$ cat src/rtl/alu_op_sequencer.sv
// Opcode sequencer feeding the 5-to-32 select decoder: a FIFO of {op, rep} commands and an
// issue FSM that holds each op for rep+1 cycles. Define ALU_OPSEQ_COUNT_EN to add issued_cnt.
module alu_op_sequencer #(
    parameter int DEPTH = 4,
    parameter int CNT_W = 4
) (
    input  logic                     clk,
    input  logic                     rst_n,
    input  logic                     in_valid,
    output logic                     in_ready,
    input  logic [4:0]               in_op,
    input  logic [CNT_W-1:0]         in_rep,
    input  logic                     stall,
    input  logic                     flush,
    output logic                     i1,
    output logic                     i2,
    output logic                     i3,
    output logic                     i4,
    output logic                     i5,
    output logic                     sel_valid,
    output logic                     last,
    output logic                     busy,
    output logic [$clog2(DEPTH):0]   level
`ifdef ALU_OPSEQ_COUNT_EN
    ,
    output logic [15:0]              issued_cnt
`endif
);

    localparam int AW = $clog2(DEPTH);
    localparam int EW = 5 + CNT_W;

    typedef enum logic {
        IDLE  = 1'b0,
        ISSUE = 1'b1
    } state_t;

    // FIFO storage and bookkeeping
    logic [EW-1:0]    mem [DEPTH];
    logic [AW-1:0]    wr_ptr_reg;
    logic [AW-1:0]    wr_ptr_next;
    logic [AW-1:0]    rd_ptr_reg;
    logic [AW-1:0]    rd_ptr_next;
    logic [AW:0]      level_reg;
    logic [AW:0]      level_next;
    logic             full;
    logic             empty;
    logic             push;
    logic             pop;
    logic [EW-1:0]    head;
    logic [4:0]       head_op;
    logic [CNT_W-1:0] head_rep;

    // Issue side
    state_t           state_reg;
    state_t           state_next;
    logic [4:0]       op_reg;
    logic [4:0]       op_next;
    logic [CNT_W-1:0] rem_reg;
    logic [CNT_W-1:0] rem_next;

    assign full     = (level_reg == (AW+1)'(DEPTH));
    assign empty    = (level_reg == '0);
    assign in_ready = !full && !flush;
    assign push     = in_valid && in_ready;

    assign head     = mem[rd_ptr_reg];
    assign head_op  = head[EW-1:CNT_W];
    assign head_rep = head[CNT_W-1:0];

    // Storage carries no reset; only pointers and level define which entries are live.
    always_ff @(posedge clk) begin
        if (push) begin
            mem[wr_ptr_reg] <= {in_op, in_rep};
        end
    end

    always_comb begin
        state_next = state_reg;
        op_next    = op_reg;
        rem_next   = rem_reg;
        pop        = 1'b0;
        if (flush) begin
            state_next = IDLE;
            op_next    = '0;
            rem_next   = '0;
        end else if (!stall) begin
            case (state_reg)
                IDLE: begin
                    if (!empty) begin
                        pop        = 1'b1;
                        state_next = ISSUE;
                        op_next    = head_op;
                        rem_next   = head_rep;
                    end
                end
                ISSUE: begin
                    if (rem_reg != '0) begin
                        rem_next = rem_reg - CNT_W'(1);
                    end else if (!empty) begin
                        // back-to-back: next op replaces the finished one with no bubble
                        pop      = 1'b1;
                        op_next  = head_op;
                        rem_next = head_rep;
                    end else begin
                        state_next = IDLE;
                        op_next    = '0;
                    end
                end
                default: begin
                    state_next = IDLE;
                    op_next    = '0;
                    rem_next   = '0;
                end
            endcase
        end
    end

    always_comb begin
        wr_ptr_next = wr_ptr_reg;
        rd_ptr_next = rd_ptr_reg;
        level_next  = level_reg;
        if (flush) begin
            wr_ptr_next = '0;
            rd_ptr_next = '0;
            level_next  = '0;
        end else begin
            if (push) begin
                wr_ptr_next = wr_ptr_reg + AW'(1);
            end
            if (pop) begin
                rd_ptr_next = rd_ptr_reg + AW'(1);
            end
            case ({push, pop})
                2'b10:   level_next = level_reg + (AW+1)'(1);
                2'b01:   level_next = level_reg - (AW+1)'(1);
                default: level_next = level_reg;
            endcase
        end
    end

    always_ff @(posedge clk or negedge rst_n) begin
        if (!rst_n) begin
            state_reg  <= IDLE;
            op_reg     <= '0;
            rem_reg    <= '0;
            wr_ptr_reg <= '0;
            rd_ptr_reg <= '0;
            level_reg  <= '0;
        end else begin
            state_reg  <= state_next;
            op_reg     <= op_next;
            rem_reg    <= rem_next;
            wr_ptr_reg <= wr_ptr_next;
            rd_ptr_reg <= rd_ptr_next;
            level_reg  <= level_next;
        end
    end

    assign {i1, i2, i3, i4, i5} = op_reg;
    assign sel_valid            = (state_reg == ISSUE);
    assign last                 = (state_reg == ISSUE) && (rem_reg == '0);
    assign busy                 = (state_reg == ISSUE) || !empty;
    assign level                = level_reg;

`ifdef ALU_OPSEQ_COUNT_EN
    // Counts every load into the output register; flush leaves it alone.
    logic [15:0] issued_cnt_reg;

    always_ff @(posedge clk or negedge rst_n) begin
        if (!rst_n) begin
            issued_cnt_reg <= '0;
        end else if (pop) begin
            issued_cnt_reg <= issued_cnt_reg + 16'd1;
        end
    end

    assign issued_cnt = issued_cnt_reg;
`endif

endmodule

$ cat config.mk
export PLATFORM = sky130hd
export DESIGN_NAME = alu_op_sequencer
export DESIGN_NICKNAME = d
export VERILOG_FILES = /design/src/rtl/alu_op_sequencer.sv
export SDC_FILE = /design/constraint.sdc
export NUM_CORES = 1
export LEC_CHECK = 0
export CORE_AREA = 2 2 73 75
export DETAILED_ROUTE_END_ITERATION = 8
export DIE_AREA = 0 0 75 77
export GPL_TIMING_DRIVEN = 0
export PLACE_DENSITY_LB_ADDON = 0.15
export RECOVER_POWER = 25
export SYNTH_ARGS = -nofsm -noshare
export SYNTH_HDL_FRONTEND = slang
export SYNTH_SLANG_ARGS = --single-unit
$ cat constraint.sdc
create_clock -name clk -period 2.4 [get_ports clk]
set_input_delay 0.72 -clock clk [delete_from_list [all_inputs] [get_ports clk]]
set_output_delay 0.72 -clock clk [all_outputs]
set_load 0.02 [all_outputs]
* Yosys cells after proc, flatten, opt, wreduce, memory -nomap -nowiden
Memory sizes are Yosys's and may differ from the RTL's.
Cells that the tools add are included.
** Operators by class
- Equality and inequality tests :: 6
- Reduce and logical (&&, ||, !) cells :: 14
- Add/subtract/negate cells :: 5
- Muxes and demuxes :: 28
- Bitwise gates (word level) :: 1
** Operators with widths (count)
- 5-bit 2-to-1 mux :: 5
- 4-bit 2-to-1 mux :: 4
- 5-bit case mux with 2 select lines :: 1
- 1-bit 2-to-1 mux :: 9
- 2-bit 2-to-1 mux :: 4
- 4-bit case mux with 2 select lines :: 1
- 3-bit != test, second input constant :: 2
- 3-bit case mux with 2 select lines :: 1
- 2-bit by 1-bit adder with 2-bit output, second input constant :: 2
- 4-bit zero test :: 1
- 1-bit case mux with 2 select lines :: 2
- 2-bit nonzero test :: 2
- 4-bit nonzero test :: 1
- 4-bit by 1-bit subtractor with 4-bit output, second input constant :: 1
- 3-bit by 1-bit adder with 3-bit output, second input constant :: 1
- 3-bit equality test, second input constant :: 1
- 1-bit logical AND :: 3
- 1-bit zero test :: 3
- 3-bit zero test :: 1
- 3-bit 2-to-1 mux :: 1
- 3-bit AND reduction :: 1
- 3-bit nonzero test :: 1
- 3-bit by 1-bit subtractor with 3-bit output, second input constant :: 1
- 2-bit by 1-bit equality test with 1-bit output, second input constant :: 1
- 4 further kinds :: 4
** Storage, ports and cells
- Word-level logic and storage cells :: 61
- Register bits :: 17
- Bits in writable memories :: 36
- Memories kept :: 1
- Output and inout port bits :: 12
** Memories
- mem :: depth 4, width 9, read ports 1, clocked after Yosys merged registers in 0, write ports 1, line 39 : logic [EW-1:0] mem [DEPTH];

* Logic depth before layout (Yosys ltp)
Gate-level depths: netlist of run 1.
- Word-level depth :: 9
- Depth in mapped cells :: 10

* Worst setup path after synthesis of run 1
No wires, ideal clock.
- Kind :: flip-flop to flip-flop
- From :: register rem_reg[0]
- To :: register level_reg[2], in the netlist level[2]
- Library setup time :: 128 ps
- Data required time :: 2272 ps
- Path slack :: -111 ps
- Cell stages (with the launch flop) :: 11
- Data arrival time :: 2384 ps
- Cell sequence :: dfrtp_1 inv_1 ha_1 or3b_1 buf_6 a211oi_4 and2_2 fa_1 and4_1 mux2i_1 mux2_1
** On the way
- Longest elaborated chain between the ends :: 8
- Elaborated cells on any way between the ends :: 10
** Ends and longest elaborated chain
- start, declared :: line 59 : logic [CNT_W-1:0] rem_reg;
- start signal, assigned :: line 153 : rem_reg <= rem_next;
- 4-bit nonzero test (*) :: line 98 : if (rem_reg != '0) begin
- 1-bit 2-to-1 mux (*) :: line 98
- 1-bit case mux with 2 select lines (*) :: line 88 : case (state_reg)
- 1-bit 2-to-1 mux (*) :: line 87 : end else if (!stall) begin
- 1-bit 2-to-1 mux (*) :: line 83 : if (flush) begin
- 2-bit by 1-bit equality test with 1-bit output or 2-bit equality test (tied branches) :: line 134 : case ({push, pop})
- 3-bit case mux with 2 select lines :: line 134
- 3-bit 2-to-1 mux :: line 123 : if (flush) begin
- end signal, assigned :: line 156 : level_reg <= level_next;
- end, declared :: line 44 : logic [AW:0] level_reg;
Mark *: on every way between the ends. The rest lies on a longest branch, timed or not.
A chain may end at the register's enable or synchronous reset.

* Final worst setup path of run 1
- From :: register rem_reg[1]
- To :: register level_reg[2], in the netlist level[2]
Same word-level chain as after synthesis.

==> metrics.csv, run 1 <==
stage;metric;value;unit
outcome;status;completed;
timing;rsz0062_at_grt;yes;
clocking;worstSkewPairLatency;0.30;ns
clocking;clkTransAtPathRegs;0.09;ns
synthesis;async_flop_share;32.08;%
floorplan;rows;26;
worst_hold_path;hp-start;op_reg[3]$_DFFE_PN0P_;
detailed_routing;wl;4.480;mm
grt;grt_usage;16.79;%
setup_path;end_kind;register;
grt;grt_pass1_vias;1491;
clocking;cts_tree;built;
setup_path;path_max_fanout;4;
synthesis;synthesis.nets;172;
floorplan;dieArea;5775;µm²
flow_run;cap_violations;0;
synthesis;yosysWarnings;0;
synthesis;syn_inst;151;
cells_and_area;layout_common_cells;36 x edfxtp_1, 18 x buf_4, 14 x dfrtp_1, 13 x clkdlybuf4s50_1;
worst_hold_path;holdPathEnd;op_reg[3]$_DFFE_PN0P_;
pwr;clkPwrFrac;15.0;%
clocking;htreeDepth;2;
synthesis;ys.flop_type;edfxtp_1;
pwr;switching_share;34.51;%
placement;place_inst;246;
clocking;cts_sinks;53;
timing;slew_headroom;46.78;%
detailed_routing;drt-initial-drc-count;23;
cells_and_area;syn_to_final_growth;24.63;%
floorplan;ios;26;
clocking;cts_buffer_depth;2;
cells_and_area;antenna_cells;0;
synthesis;synth_area;2382;µm²
pwr;leakage;1.120;nW
setup_path;r2r_start;rem_reg[1]$_DFFE_PN0P_;
setup_path;crit_arrival;2.57;ns
synthesis;avgSynthCellArea;15.78;µm²
grt;grt_pass1_wl;6.969;mm
synthesis;yosysTopAreaCell;edfxtp_1;
clocking;cts_made_buffers;5;
synthesis;ys_ff_latch;53;
timing;finalSetupViolCount;0;
setup_path;cp.required;2.59;ns
timing;clock_skew;0.006444;ns
synthesis;synth_area_leaders;edfxtp_1 45%, dfrtp_1 18%, mux4_2 8.5%;
timing;fin_crit_sh;99.35;%
clocking;cts-hold-fix-buffers;0;
floorplan;core-area;4977;µm²
timing;fmax;0.4194;GHz
cells_and_area;num-fill-cells;403;
timing;tightest_slew;0.7958;ns
setup_path;r2r_end;level[2]$_DFFE_PN0P_;
worst_hold_path;worstHoldPathCells;1;
setup_path;reg2reg_slack;0.02;ns
timing;fin_crit;2.384;ns
cells_and_area;final_net_count;221;
placement;dp_hpwl;3.041;mm
pwr;power_frac_seq;38.0;%
placement;place.gp.congestion;0.7924;
pwr;p_int;2.127;mW
detailed_routing;drc_errors;0;
pwr;power.density;1094;nW/µm²
clocking;root_buffer;clkbuf_8;
cells_and_area;final_common_cell;edfxtp_1;
detailed_routing;dr.pass1.iters;4;
placement;io_buffer_count;25;
setup_path;startpoint_type;register;
grt;grt_start_max_net_pins;18;
timing;final-hold-violation-count;0;
cells_and_area;stdcell_count;271;
floorplan;die_w;75;µm
worst_hold_path;hold_path_class;reg -> reg;
pwr;power.net_switching;1.121;mW
detailed_routing;ant_nets;0;
grt;grt.overflow.total;0;
detailed_routing;vias;1416;
cells_and_area;drive_above_1_share;29.85;%
pwr;p_total;3.247;mW
detailed_routing;drt-vias-per-instance;5.225;
synthesis;yosysSeqAreaShare;63.24;%
synthesis;synth_edf_count;36;
timing;finalMaxSlewViolations;0;
detailed_routing;wire_per_inst;16.53;µm
cells_and_area;stdcell_area;2969;µm²
floorplan;dieHeight;77;µm
pwr;ir_drop;451.5;µV
setup_path;rr_worst_depth;10;
synthesis;ys_types;44;
timing;hold_ws;0.5208;ns
floorplan;initial_core_util;47.86;%
setup_path;crit_type;reg -> reg;
grt;antenna_found_initial;0;
pwr;combPwrFrac;47.0;%
cells_and_area;largest_register_ffs;36;
synthesis;yosys.area.top_type_share;45.38;%
placement;placed_cell_area;2725;µm²
[cell type report]
| class | instances | area [µm²] | area share [%] |
|---|---|---|---|
| flip-flops and latches | 53 | 1510 | 50.86 |
| repair buffers | 42 | 371.6 | 12.52 |
| multi-input cells | 84 | 825.8 | 27.81 |
| plain buffers | 7 | 57.56 | 1.938 |
| well taps | 70 | 87.58 | 2.950 |
| clock buffers | 6 | 72.57 | 2.444 |
| inverters | 7 | 30.03 | 1.011 |
| clock inverters | 2 | 13.76 | 0.4635 |
[power by group through the flow]
stage          Sequential (mW)  Combinational, mW  Clock, mW
2_1_floorplan             1.29              0.840          0
3_3_place_gp              1.25               1.23          0
3_5_place_dp              1.26               1.28          0
4_1_cts                   1.25               1.47      0.501
5_1_grt                   1.25               1.64      0.545
6_report                  1.23               1.53      0.487
[routing by layer]
metal / global-route usage, % / share of wire (%) / vias to the layer above
met1: 19.66 / 41 / 699
met3: 4.074 / 3.4 / 9
met2: 29.21 / 53 / 30
met5: 0 / 0 / -
li1: - / - / 678
met4: 6.071 / 1.9 / 0
[per-stage QoR]
stage	setup TNS [ns]	utilization [%]	setup WS, ns
2_1_floorplan	-0.04443	-	-0.04443
3_3_place_gp	-12.55	54.75	-0.8216
3_5_place_dp	-12.46	54.75	-0.8045
4_1_cts	-0.1224	58.85	-0.07666
5_1_grt	-0.09263	59.65	-0.07164
6_report	0	59.65	0.01552
[what timing repair did]
item | 4_1_cts | 5_1_grt
pin swaps | 6 | 3
setup endpoints to repair | 5 | 4
setup buffers | 12 | 5
gates resized for setup | 20 | 6
[how the worst max path moves through the flow]
stage | from | to | slack (ns)
global route | rem_reg[0]$_DFFE_PN0P_ | level[2]$_DFFE_PN0P_ | -0.07
CTS | level[1]$_DFFE_PN0P_ | in_ready | -0.08
detailed placement | flush | level[2]$_DFFE_PN0P_ | -0.80
finish | rem_reg[1]$_DFFE_PN0P_ | level[2]$_DFFE_PN0P_ | 0.02
floorplan | rem_reg[0]$_DFFE_PN0P_ | level[2]$_DFFE_PN0P_ | -0.04
global placement | flush | level[2]$_DFFE_PN0P_ | -0.82
[cells by family after synthesis]
| kind of cell | Yosys count | share of synthesized area (%) |
|---|---|---|
| flops | 53 | 63.24 |
| buf+inv | 14 | 3.152 |
| xor+xnor | 3 | 1.418 |
| compound gates | 29 | 9.717 |
| mux | 14 | 10.92 |
| fa+ha+maj | 7 | 3.992 |
| simple gates | 31 | 7.564 |
[synth_stat cells (all sizes together), types with 2 or more instances]
master	number
a32o	5
mux2	3
nand2	5
and2	7
a21oi	7
clkbuf	2
nor2	9
inv	7
mux4	9
xnor2	3
or3b	2
ha	6
o221a	2
o21ai	3
dfrtp	17
edfxtp	36
buf	4
a211oi	4
mux2i	2
[critical path, cell delays in order, from the launching register on]
cell and delay, ns:
dfrtp_1 0.40, inv_2 0.09, ha_4 0.13, or3b_1 0.36
buf_6 0.15, a211oi_4 0.23, and2_4 0.18, fa_2 0.18
and4_1 0.16, mux2i_1 0.07, mux2_1 0.32
No activity file was read; power rests on OpenSTA's default activity.
==> run 2: changes to the inputs <==
--- a/config.mk
+++ b/config.mk
@@ -5,9 +5,10 @@
 export SDC_FILE = /design/constraint.sdc
 export NUM_CORES = 1
 export LEC_CHECK = 0
-export CORE_AREA = 2 2 73 75
+export CORE_AREA = 2 2 71 73
+export CTS_BUF_LIST = sky130_fd_sc_hd__clkbuf_2 sky130_fd_sc_hd__clkbuf_4 sky130_fd_sc_hd__clkbuf_8
 export DETAILED_ROUTE_END_ITERATION = 8
-export DIE_AREA = 0 0 75 77
+export DIE_AREA = 0 0 73 75
 export GPL_TIMING_DRIVEN = 0
 export PLACE_DENSITY_LB_ADDON = 0.15
 export RECOVER_POWER = 25
==> metrics.csv, run 2 (synthesis gave the netlist of run 1 again) <==
stage;metric;value;unit;change
outcome;status;completed;;
setup_path;crit_buf_inv;1;;-1
grt;grt.overflow.total;0;;unchanged
clocking;htreeDepth;2;;unchanged
cells_and_area;layout_common_cells;36 x edfxtp_1, 15 x buf_4, 14 x dfrtp_1, 12 x clkdlybuf4s50_1;;
timing;fmax;0.4222;GHz;+0.66%
timing;final-hold-violation-count;0;;unchanged
cells_and_area;multi_input_area;828.3;µm²;+0.30%
setup_path;startpoint_type;register;;
timing;finalSetupViolCount;0;;unchanged
floorplan;die_w;73;µm;-2.7%
timing;finalMaxSlewViolations;0;;unchanged
cells_and_area;final_net_count;219;;-0.90%
setup_path;crit_arrival;2.56;ns;about the same
timing;fin_crit_sh;98.70;%;-0.65 points
setup_path;crit_type;reg -> reg;;
cells_and_area;antenna_cells;0;;unchanged
placement;place.gp.congestion;0.7616;;-3.9%
detailed_routing;wire_per_inst;18.26;µm;+10%
worst_hold_path;holdPathEnd;op_reg[2]$_DFFE_PN0P_;;
setup_path;cp.required;2.59;ns;about the same
placement;placed_cell_area;2705;µm²;-0.73%
setup_path;end_kind;register;;
detailed_routing;dr.pass1.iters;4;;unchanged
grt;grt_pass1_vias;1514;;+1.5%
flow_run;cap_violations;0;;unchanged
detailed_routing;drt-initial-drc-count;98;;+330%
floorplan;ios;26;;unchanged
setup_path;crit_chain;inv_2 -> ha_4 -> or3b_4 -> a211oi_4 -> and2_4 -> fa_2 -> and4_1 -> mux2i_1 -> mux2_1;;
setup_path;startpoint;rem_reg[1]$_DFFE_PN0P_;;
setup_path;r2r_start;rem_reg[1]$_DFFE_PN0P_;;
pwr;p_total;3.375;mW;+3.9%
cells_and_area;final_common_cell;edfxtp_1;;
floorplan;dieHeight;75;µm;-2.6%
cells_and_area;stdcell_area;2944;µm²;-0.84%
floorplan;dieArea;5475;µm²;-5.2%
placement;io_buffer_count;25;;unchanged
cells_and_area;ff_latch_area;1510;µm²;unchanged
detailed_routing;vias;1471;;+3.9%
clocking;cts-hold-fix-buffers;0;;unchanged
detailed_routing;drc_errors;0;;unchanged
setup_path;slowest_stage;dfrtp_1;;
cells_and_area;num-fill-cells;330;;-18%
detailed_routing;wl;4.619;mm;+3.1%
cells_and_area;drive_above_1_share;30.65;%;+0.80 points
clocking;worstSkewPairLatency;0.30;ns;about the same
clocking;cts_buffer_depth;2;;unchanged
cells_and_area;finalCoreUtilization;63.17;%;+3.5 points
setup_path;slowest_delay;0.42;ns;+0.02 ns
clocking;clkTransAtPathRegs;0.09;ns;about the same
setup_path;reg2reg_slack;0.03;ns;+0.02 ns
timing;tns;0;ns;unchanged
worst_hold_path;hold_path_class;reg -> reg;;
grt;grt_pass1_wl;7.479;mm;+7.3%
setup_path;path_max_fanout;4;;unchanged
timing;slew_headroom;49.51;%;+2.7 points
clocking;cts_sinks;53;;unchanged
pwr;leakage;1.114;nW;-0.54%
timing;rsz0062_at_grt;yes;;
timing;tightest_slew;0.7551;ns;-0.04073 ns
detailed_routing;ant_nets;0;;unchanged
floorplan;core-area;4661;µm²;-6.4%
grt;grt_usage;18.62;%;+1.8 points
setup_path;r2r_end;level[2]$_DFFE_PN0P_;;
setup_path;rr_worst_depth;9;;-1
clocking;cts_made_buffers;5;;unchanged
clocking;cts_tree;built;;
pwr;power.density;1146;nW/µm²;+4.8%
worst_hold_path;worstHoldPathCells;1;;unchanged
placement;dp_hpwl;3.096;mm;+1.8%
clocking;root_buffer;clkbuf_8;;
setup_path;critPathTopFamily;simple AND/OR/NAND/NOR gates;;
cells_and_area;largest_register_ffs;36;;unchanged
detailed_routing;drt-vias-per-instance;5.814;;+11%
floorplan;rows;25;;-3.8%
grt;grt_start_max_net_pins;18;;unchanged
cells_and_area;syn_to_final_growth;23.58;%;
grt;antenna_found_initial;0;;unchanged
floorplan;initial_core_util;51.11;%;+3.3 points
timing;fin_crit;2.369;ns;-0.01568 ns
timing;clock_skew;0.01101;ns;+0.004561 ns
pwr;ir_drop;508.4;µV;+13%
worst_hold_path;hp-start;op_reg[2]$_DFFE_PN0P_;;
-- run 2: per-stage QoR --
step           std cells  worst slack, ns  hold slack [ns]
4_1_cts              250         -0.05609           0.5007
5_1_grt              253         -0.07454           0.5209
2_1_floorplan        151         -0.04443           0.4244
6_report             253          0.03121           0.4969
3_3_place_gp         230          -0.8245           0.4790
3_5_place_dp         230          -0.8803           0.4809
-- run 2: where the power goes --
group	internal [mW]	switching [mW]	leakage [nW]
combinational	0.784	0.776	0.503
clock	0.321	0.268	0.0586
sequential	1.13	0.0978	0.552
-- run 2: metal layers --
metal	routed length, µm	GRT usage [%]
met1	1953	22.86
met2	2386	33.43
met3	203	4.016
met4	74	5.144
met5	0	0
-- run 2: area by class of cell --
cell class              instances  share of cell area [%]
multi-input cells              84                   28.13
plain buffers                   6                   1.360
clock buffers                   6                   2.592
flip-flops and latches         53                   51.30
repair buffers                 41                   12.11
well taps                      54                   2.295
inverters                       7                   1.020
clock inverters                 2                   1.190
-- run 2: worst max path at each step --
stage,endpoint,slack (ns),cells past startpoint
after floorplan,level[2]$_DFFE_PN0P_,-0.04,10
after global placement,level[2]$_DFFE_PN0P_,-0.82,8
after detailed placement,level[2]$_DFFE_PN0P_,-0.88,8
after CTS,level[2]$_DFFE_PN0P_,-0.06,10
after global routing,level[2]$_DFFE_PN0P_,-0.07,9
final,level[2]$_DFFE_PN0P_,0.03,9
-- run 2: repair_timing --
item,in CTS,in global routing
pin swaps,6,4
buffers inserted,12,4
setup endpoints to repair,5,2
resized for setup,26,5
==> run 3: changes to the inputs <==
--- a/config.mk
+++ b/config.mk
@@ -5,10 +5,10 @@
 export SDC_FILE = /design/constraint.sdc
 export NUM_CORES = 1
 export LEC_CHECK = 0
-export CORE_AREA = 2 2 71 73
+export CORE_AREA = 4 4 70 72
 export CTS_BUF_LIST = sky130_fd_sc_hd__clkbuf_2 sky130_fd_sc_hd__clkbuf_4 sky130_fd_sc_hd__clkbuf_8
 export DETAILED_ROUTE_END_ITERATION = 8
-export DIE_AREA = 0 0 73 75
+export DIE_AREA = 0 0 74 76
 export GPL_TIMING_DRIVEN = 0
 export PLACE_DENSITY_LB_ADDON = 0.15
 export RECOVER_POWER = 25
==> constraint.sdc (replaced) <==
create_clock -name clk -period 2.7 [get_ports clk]
set_input_delay 0.81 -clock clk [delete_from_list [all_inputs] [get_ports clk]]
set_output_delay 0.81 -clock clk [all_outputs]
set_load 0.02 [all_outputs]
==> metrics.csv, run 3 (synthesis gave the netlist of run 1 again) <==
stage;metric;value;unit;change
clocking;htreeDepth;2;;unchanged
timing;fin_crit;2.626;ns;
worst_hold_path;hp-start;op_reg[3]$_DFFE_PN0P_;;
pwr;ir_drop;468.1;µV;-7.9%
cells_and_area;antenna_cells;0;;unchanged
placement;dp_hpwl;3.113;mm;+0.53%
setup_path;startpoint;level[1]$_DFFE_PN0P_;;
clocking;cts_made_buffers;5;;unchanged
setup_path;r2r_start;rem_reg[0]$_DFFE_PN0P_;;
floorplan;ios;26;;unchanged
timing;final-hold-violation-count;0;;unchanged
clocking;cts_buffer_depth;2;;unchanged
outcome;status;completed;;
timing;finalMaxSlewViolations;0;;unchanged
cells_and_area;syn_to_final_growth;18.86;%;
timing;clock_skew;0.009506;ns;-0.001500 ns
setup_path;startpoint_type;register;;
setup_path;path_max_fanout;5;;+1
timing;fin_crit_sh;97.25;%;
grt;grt_pass1_wl;7.665;mm;+2.5%
placement;placed_cell_area;2698;µm²;-0.28%
grt;grt_start_max_net_pins;18;;unchanged
pwr;leakage;1.064;nW;-4.5%
flow_run;cap_violations;0;;unchanged
cells_and_area;layout_common_cells;36 x edfxtp_1, 17 x dfrtp_1, 13 x clkdlybuf4s50_1, 9 x nor2_1, 9 x mux4_2;;
detailed_routing;dr.pass1.iters;4;;unchanged
pwr;power.density;975.2;nW/µm²;-15%
cells_and_area;num-fill-cells;307;;-7.0%
cells_and_area;finalCoreUtilization;65.94;%;+2.8 points
timing;fmax;0.3809;GHz;
clocking;cts-hold-fix-buffers;0;;unchanged
grt;grt_usage;17.88;%;-0.74 points
timing;rsz0062_at_grt;no;;
cells_and_area;stdcell_area;2831;µm²;-3.8%
detailed_routing;drc_errors;0;;unchanged
setup_path;reg2reg_slack;0.19;ns;+0.16 ns
detailed_routing;drt-vias-per-instance;5.804;;-0.17%
cells_and_area;largest_register_ffs;36;;unchanged
clocking;root_buffer;clkbuf_8;;
timing;hold_ws;0.5224;ns;+0.02553 ns
clocking;cts_sinks;53;;unchanged
setup_path;crit_type;reg -> out;;
detailed_routing;wl;4.510;mm;-2.4%
placement;io_buffer_count;25;;unchanged
timing;finalSetupViolCount;0;;unchanged
floorplan;rows;24;;-4.0%
setup_path;crit_arrival;1.82;ns;-0.74 ns
floorplan;dieHeight;76;µm;+1.3%
grt;grt_pass1_vias;1568;;+3.6%
clocking;clkTransAtPathRegs;0.09;ns;about the same
placement;place.gp.congestion;0.7990;;+4.9%
cells_and_area;final_net_count;208;;-5.0%
timing;tightest_slew;0.8096;ns;+0.05450 ns
detailed_routing;vias;1393;;-5.3%
floorplan;initial_core_util;55.48;%;+4.4 points
worst_hold_path;hold_path_class;reg -> reg;;
cells_and_area;drive_above_1_share;21.81;%;-8.8 points
setup_path;cp.required;1.89;ns;-0.70 ns
timing;slew_headroom;45.86;%;-3.6 points
floorplan;core-area;4294;µm²;-7.9%
detailed_routing;wire_per_inst;18.79;µm;+2.9%
clocking;cts_tree;built;;
cells_and_area;final_common_cell;edfxtp_1;;
grt;antenna_found_initial;0;;unchanged
detailed_routing;drt-initial-drc-count;42;;-57%
floorplan;dieArea;5624;µm²;+2.7%
clocking;worstSkewPairLatency;0.30;ns;about the same
setup_path;end_kind;primary output;;
grt;grt.overflow.total;0;;unchanged
detailed_routing;ant_nets;0;;unchanged
floorplan;die_w;74;µm;+1.4%
-- run 3: cell types whose count changed in the layout (fill, tap and decap cells not counted), moves of 2 or more --
| cell | previous run | this run |
|---|---|---|
| buf_4 | 15 | 4 |
| dfrtp_2 | 3 | 0 |
| buf_2 | 5 | 3 |
| dfrtp_1 | 14 | 17 |
| or3b_4 | 2 | 0 |
-- run 3: repair_timing --
action / in CTS / in global routing
pin swaps: 3 / 0
setup endpoints to repair: 4 / 2
cloned: 0 / 0
gates resized for setup: 13 / 3
buffers inserted: 4 / 0
-- run 3: power by group --
group | switching (mW) | internal (mW)
clock network | 0.252 | 0.209
registers | 0.112 | 0.998
logic | 0.616 | 0.575
-- run 3: worst max-delay path, stage by stage (launching register included) --
cell and delay, ns:
dfrtp_1 0.48, or3b_2 0.55, and2_1 0.18, dlygate4sd2_1 0.31
-- run 3: worst paths after layout --
path	cells after the start	end
max	3	in_ready
min	1	op_reg[3]$_DFFE_PN0P_
min in group asynchronous	1	rem_reg[1]$_DFFE_PN0P_
max in group asynchronous	1	op_reg[0]$_DFFE_PN0P_
min reg2reg	1	op_reg[3]$_DFFE_PN0P_
max reg2reg	10	level[2]$_DFFE_PN0P_
-- run 3: routing by layer --
| layer | global-route usage [%] | share of wire [%] | vias up |
|---|---|---|---|
| li1 | - | - | 654 |
| met1 | 22.58 | 42 | 697 |
| met2 | 30.32 | 53 | 37 |
| met3 | 3.826 | 4.2 | 5 |
| met4 | 5.435 | 0.95 | 0 |
| met5 | 0 | 0 | - |
-- run 3: stage by stage --
stage	setup slack [ns]	TNS (ns)	total power, mW	cells
after floorplan	0.1004	0	1.891	151
after global placement	-0.6196	-3.401	2.204	228
after detailed placement	-0.6822	-4.825	2.253	228
after CTS	0.005768	0	2.760	240
after global routing	0.01935	0	2.938	240
final	0.07437	0	2.761	240
-- run 3: area by class of cell --
| type | instances | area (µm²) | share of cell area (%) |
|---|---|---|---|
| plain buffers | 7 | 51.30 | 1.812 |
| clock buffers | 6 | 82.58 | 2.916 |
| clock inverters | 2 | 12.51 | 0.4419 |
| inverters | 7 | 26.28 | 0.9280 |
| multi-input cells | 84 | 812.0 | 28.68 |
| flip-flops and latches | 53 | 1506 | 53.20 |
| well taps | 52 | 65.06 | 2.298 |
| repair buffers | 29 | 275.3 | 9.722 |
